==> src/rtl/button_conditioner.sv <==
// Button conditioner: per-button 2-flop synchronizer, debounce counter and press pulse
// for the elevator controller's in-car and hall button inputs.
module button_conditioner #(
  parameter int N_IN            = 6,
  parameter int N_OUT           = 10,
  parameter int DEBOUNCE_CYCLES = 250000,
  parameter int CNT_W           = $clog2(DEBOUNCE_CYCLES + 1)
) (
  input  logic             clk,
  input  logic             rst,
  input  logic [N_IN-1:0]  raw_in,
  input  logic [N_OUT-1:0] raw_out,
  output logic [N_IN-1:0]  level_in,
  output logic [N_OUT-1:0] level_out,
  output logic [N_IN-1:0]  press_in,
  output logic [N_OUT-1:0] press_out,
  output logic             any_press
);

  localparam int N = N_IN + N_OUT;
  localparam logic [CNT_W-1:0] CNT_LAST = CNT_W'(DEBOUNCE_CYCLES - 1);
  localparam logic STABLE0 = 1'b0;
  localparam logic STABLE1 = 1'b1;

  logic [N-1:0]            raw_all;
  logic [N-1:0]            sync_p0;
  logic [N-1:0]            sync_p1;
  logic [N-1:0]            state;
  logic [N-1:0]            state_nxt;
  logic [N-1:0][CNT_W-1:0] cnt;
  logic [N-1:0][CNT_W-1:0] cnt_nxt;
  logic [N-1:0]            press;
  logic [N-1:0]            press_nxt;
  logic                    any_nxt;

  // Channels 0..N_IN-1 are in-car buttons, the rest are hall buttons.
  assign raw_all = {raw_out, raw_in};

  // Stage p0 -> p1: two-flop synchronizer; only sync_p1 feeds the debouncer
  always_ff @(posedge clk or negedge rst) begin
    if (!rst) begin
      sync_p0 <= '0;
      sync_p1 <= '0;
    end else begin
      sync_p0 <= raw_all;
      sync_p1 <= sync_p0;
    end
  end

  // Stage p1 -> debounced state: registers for state, counters, pulses
  always_ff @(posedge clk or negedge rst) begin
    if (!rst) begin
      state     <= {N{STABLE0}};
      cnt       <= '0;
      press     <= '0;
      any_press <= 1'b0;
    end else begin
      state     <= state_nxt;
      cnt       <= cnt_nxt;
      press     <= press_nxt;
      any_press <= any_nxt;
    end
  end

  // Any return of the synchronized input to the accepted level restarts the count.
  always_comb begin
    state_nxt = state;
    cnt_nxt   = '0;
    for (int i = 0; i < N; i++) begin
      if (sync_p1[i] != state[i]) begin
        if (cnt[i] == CNT_LAST) begin
          state_nxt[i] = ~state[i];
        end else begin
          cnt_nxt[i] = cnt[i] + CNT_W'(1);
        end
      end
    end
  end

  // Pulses are derived from the next state so they align with the level change.
  always_comb begin
    press_nxt = '0;
    for (int i = 0; i < N; i++) begin
      press_nxt[i] = (state[i] == STABLE0) && (state_nxt[i] == STABLE1);
    end
    any_nxt = |press_nxt;
  end

  assign level_in  = state[N_IN-1:0];
  assign level_out = state[N-1:N_IN];
  assign press_in  = press[N_IN-1:0];
  assign press_out = press[N-1:N_IN];

endmodule

==> config.mk <==
export PLATFORM = sky130hd
export DESIGN_NAME = button_conditioner
export DESIGN_NICKNAME = d
export VERILOG_FILES = /design/src/rtl/button_conditioner.sv
export SDC_FILE = /design/constraint.sdc
export NUM_CORES = 1
export LEC_CHECK = 0
export ABC_AREA = 1
export CORE_AREA = 2 2 166 250
export CTS_CLUSTER_DIAMETER = 50
export DETAILED_ROUTE_END_ITERATION = 12
export DIE_AREA = 0 0 168 252
export GPL_TIMING_DRIVEN = 0
export HOLD_SLACK_MARGIN = 0.08
export PLACE_DENSITY = 0.58
export RECOVER_POWER = 100
export SLEW_MARGIN = 20
export SYNTH_ARGS = -nofsm -noshare
export SYNTH_HDL_FRONTEND = slang
export SYNTH_SLANG_ARGS = --single-unit
==> constraint.sdc <==
create_clock -name clk -period 2.8 [get_ports clk]
set_input_delay 0.28 -clock clk [delete_from_list [all_inputs] [get_ports clk]]
set_output_delay 0.28 -clock clk [all_outputs]
set_load 0.01 [all_outputs]
==> impl_metrics.env <==
export IMPL_post_cts_setup_buffers=0
export IMPL_rsz0062_at_grt="false"
export IMPL_clock_path_buffers=3
export IMPL_synth_top_family_by_area="simple AND/OR/NAND/NOR gates"
export IMPL_syn_to_final_growth_pct=13.1
export IMPL_finalSetupViolCount=0
export IMPL_fillers=3820
export IMPL_drc=0
export IMPL_cts_buffers=41
export IMPL_ys_seq_area_share_pct=50.6
export IMPL_htreeDepth=2
export IMPL_ant_nets=0
export IMPL_post_cts_resized=0
export IMPL_crit_family="simple AND/OR/NAND/NOR gates"
export IMPL_ys_seq_elements=353
export IMPL_syn_mean_instance_area_um2=8.61
export IMPL_hold_viol=0
export IMPL_final_common_cell="nand2_1"
export IMPL_grt_usage_pct=17.0
export IMPL_cts_tree="done"
export IMPL_cp_required_ns=3.23
export IMPL_worst_path_largest_cell_delay_ns=0.42
export IMPL_p_per_area_mw_per_mm2=570
export IMPL_switching_power_mw=2.45
export IMPL_diodes=0
export IMPL_die_w_um=168
export IMPL_ir_worst_vdd_v=0.000493
export IMPL_firstDrtPassIters=4
export IMPL_violations="max-capacitance violations, max-slew violations"
export IMPL_pin_count=51
export IMPL_insertion_delay_ns=0.55
export IMPL_startpoint_type="flip-flop"
export IMPL_power_total_mw=11.3
export IMPL_status="finished with violations"
export IMPL_period_share_pct=79.2
export IMPL_ctsHoldBuffers=1
export IMPL_viasPerCell=4.88
export IMPL_yosys_area_share_simple_pct=29.5
export IMPL_fmax_mhz=451
export IMPL_max_slew_margin_pct=-0.426
export IMPL_drt_iter0_drc=576
export IMPL_grt_overflow_total=0
export IMPL_cp_arrival_ns=2.64
export IMPL_fin_ws_ns=0.583
export IMPL_root_buffer="clkbuf_16"
export IMPL_slowest_stage="dfrtp_1"
export IMPL_fp_coreArea_mm2=0.0400
export IMPL_rows=90
export IMPL_wl_per_cell_um=12.8
export IMPL_drt_total_wl_mm=34.1
export IMPL_antenna_found_initial=0
export IMPL_period_minus_slack_ns=2.22
export IMPL_die_area_mm2=0.0423
export IMPL_combPwrFrac_pct=3.0
export IMPL_synth_xor_area_share_pct=4.76
export IMPL_synth_compound_area_share_pct=6.69
export IMPL_seqPwrFrac_pct=46.5
export IMPL_intPower_mw=8.81
export IMPL_critPathMaxFanout=9
export IMPL_nets=2161
export IMPL_grt_start_max_net_pins=94
export IMPL_finalClockSkew_ns=0.0152
export IMPL_final_cell_mix="355 x nand2_1, 353 x dfrtp_1, 329 x nor2_1"
export IMPL_clkPwrFrac_pct=50.5
export IMPL_synth_area_leaders="dfrtp_1 51%, nand2_1 7.5%, inv_1 6.5%, nor2_1 6.3%, xor2_1 4.4%"
export IMPL_routabilityCongestion=0.803
export IMPL_vias=13000
export IMPL_sw_frac_of_total_pct=21.8
export IMPL_ys_types=42
export IMPL_crit_chain="ha_1 > nand2_2 > nor2_1 > clkinv_1 > nor3_1 > nor2_1 > inv_2 > a21oi_1 > and2_0"
export IMPL_cap_violations=1
export IMPL_drive_gt1_share_pct=8.49
export IMPL_synth_nets=2063
export IMPL_crit_buf_inv=2
export IMPL_grt_pass1_wl_mm=60.6
export IMPL_worstMarginPinSlew_ns=1.51
export IMPL_die_height_um=252
export IMPL_cts_clk_slew_worst_paths_ns=0.06
export IMPL_crit_top_cell="nor2_1"
export IMPL_hold_class="primary input to flip-flop"
export IMPL_holdWs_ns=0.286
export IMPL_hpwl_mm=24.6
export IMPL_syn_area_mm2=0.0175
export IMPL_synth_fa_ha_area_share_pct=1.15
export IMPL_synth_top_cell_by_area="dfrtp_1"
export IMPL_io_buffers=50
export IMPL_dpl_worst_slack_ns=0.800
export IMPL_cts_sinks=353
export IMPL_ys_warn_count=0
export IMPL_synth_mux_area_share_pct=0.129
export IMPL_critical_path_class="flip-flop to flip-flop"
export IMPL_synth_top_area_share_pct=50.6
export IMPL_slew_violations=18
export IMPL_syn_inst=2029
export IMPL_start_util_pct=43.7
export IMPL_grt_pass1_vias=13500
export IMPL_p_leak_nw=9.14
export IMPL_end_kind="flip-flop"
[power groups by stage]
stage | clock [mW] | sequential, mW | combinational, mW
5_1_grt | 6.06 | 5.25 | 0.403
3_5_place_dp | 0 | 5.34 | 0.372
6_report | 5.69 | 5.24 | 0.337
3_3_place_gp | 0 | 5.34 | 0.345
4_1_cts | 5.89 | 5.24 | 0.374
2_1_floorplan | 0 | 5.32 | 0.172
[worst paths after layout]
kind	start	endpoint	slack [ns]	depth (start not counted)
worst max-delay path	cnt[234]	cnt[251]	0.58	9
worst min register to register	sync_p0[14]	sync_p1[14]	0.34	0
worst max register to register	cnt[234]	cnt[251]	0.58	9
worst min-delay path	raw_in[5]	sync_p0[5]	0.29	1
max in group asynchronous	rst	cnt[27]	0.73	4
min in group asynchronous	rst	cnt[183]	0.63	2
[flip-flops by register name, summed over array words and instances (netlist names)]
| name | count |
|---|---|
| any_press | 1 |
| cnt | 288 |
| press | 16 |
| state | 16 |
| sync_p0 | 16 |
| sync_p1 | 16 |
[metal layers]
metal | track usage (%) | routed length [um] | share of wire (%) | vias up
li1 | - | - | - | 6634
met2 | 32.1 | 17700 | 52 | 123
met5 | 0 | 0 | 0 | -
met1 | 19.0 | 14300 | 42 | 6164
met4 | 6.63 | 1170 | 3.4 | 0
met3 | 2.51 | 925 | 2.7 | 65
[cell families (layout without fill, tap and decap cells)]
logic type,Yosys count,count (layout)
flops,353,353
mux,2,2
buf+inv,332,459
fa+ha+maj,16,16
simple gates,1021,1021
xor+xnor,95,95
compound gates,210,210
[synthesized netlist by cell type]
cell	number
o21bai_1	3
o31ai_1	4
buf_2	1
nor3_1	60
a21oi_1	96
inv_1	303
nand4_4	1
ha_1	16
inv_2	23
o211a_1	1
and2_1	6
a21o_1	1
dfrtp_1	353
nor3b_1	32
o21ai_1	5
nor2_2	38
a41oi_1	2
nor3_4	10
mux2_2	2
nand4_1	47
nand2_4	2
nor2_4	44
nand2_2	28
o21a_1	4
nand3_1	62
nor3_2	25
and3_1	5
nand3_2	12
nor2_1	291
inv_4	2
xor2_1	87
a311oi_1	8
or2_2	3
nand2_1	351
buf_4	1
a211oi_1	6
clkinv_1	2
nor4_1	1
xnor2_1	8
a31oi_1	25
and2_4	3
o21ai_0	55
[area by class of cell]
cell class | count | area, um^2 | share of cell area, %
well taps | 506 | 633 | 3.20
flip-flops and latches | 353 | 8830 | 44.7
clock buffers | 54 | 1220 | 6.16
repair buffers | 55 | 614 | 3.11
inverters | 330 | 1240 | 6.29
clock inverters | 18 | 241 | 1.22
plain buffers | 2 | 7.51 | 0.0380
multi-input cells | 1344 | 6980 | 35.3
[worst register-to-register path, stage by stage, from the launching register on]
cell      delay (ns)
dfrtp_1         0.42
ha_1            0.22
nand2_2         0.06
nor2_1          0.35
clkinv_1        0.16
nor3_1          0.32
nor2_1          0.19
inv_2           0.20
a21oi_1         0.05
and2_0          0.13
[per-stage QoR]
stage / util [%] / area, um^2 / instances / setup TNS (ns)
after floorplan: - / 17500 / 2029 / 0
after global placement: 46.5 / 18600 / 2585 / -5126.73
after detailed placement: 46.8 / 18700 / 2589 / 0
after CTS: 50.5 / 20200 / 2662 / 0
after global routing: 49.5 / 19800 / 2662 / 0
final: 49.5 / 19800 / 2662 / 0
(Power assumes the default switching activity.)
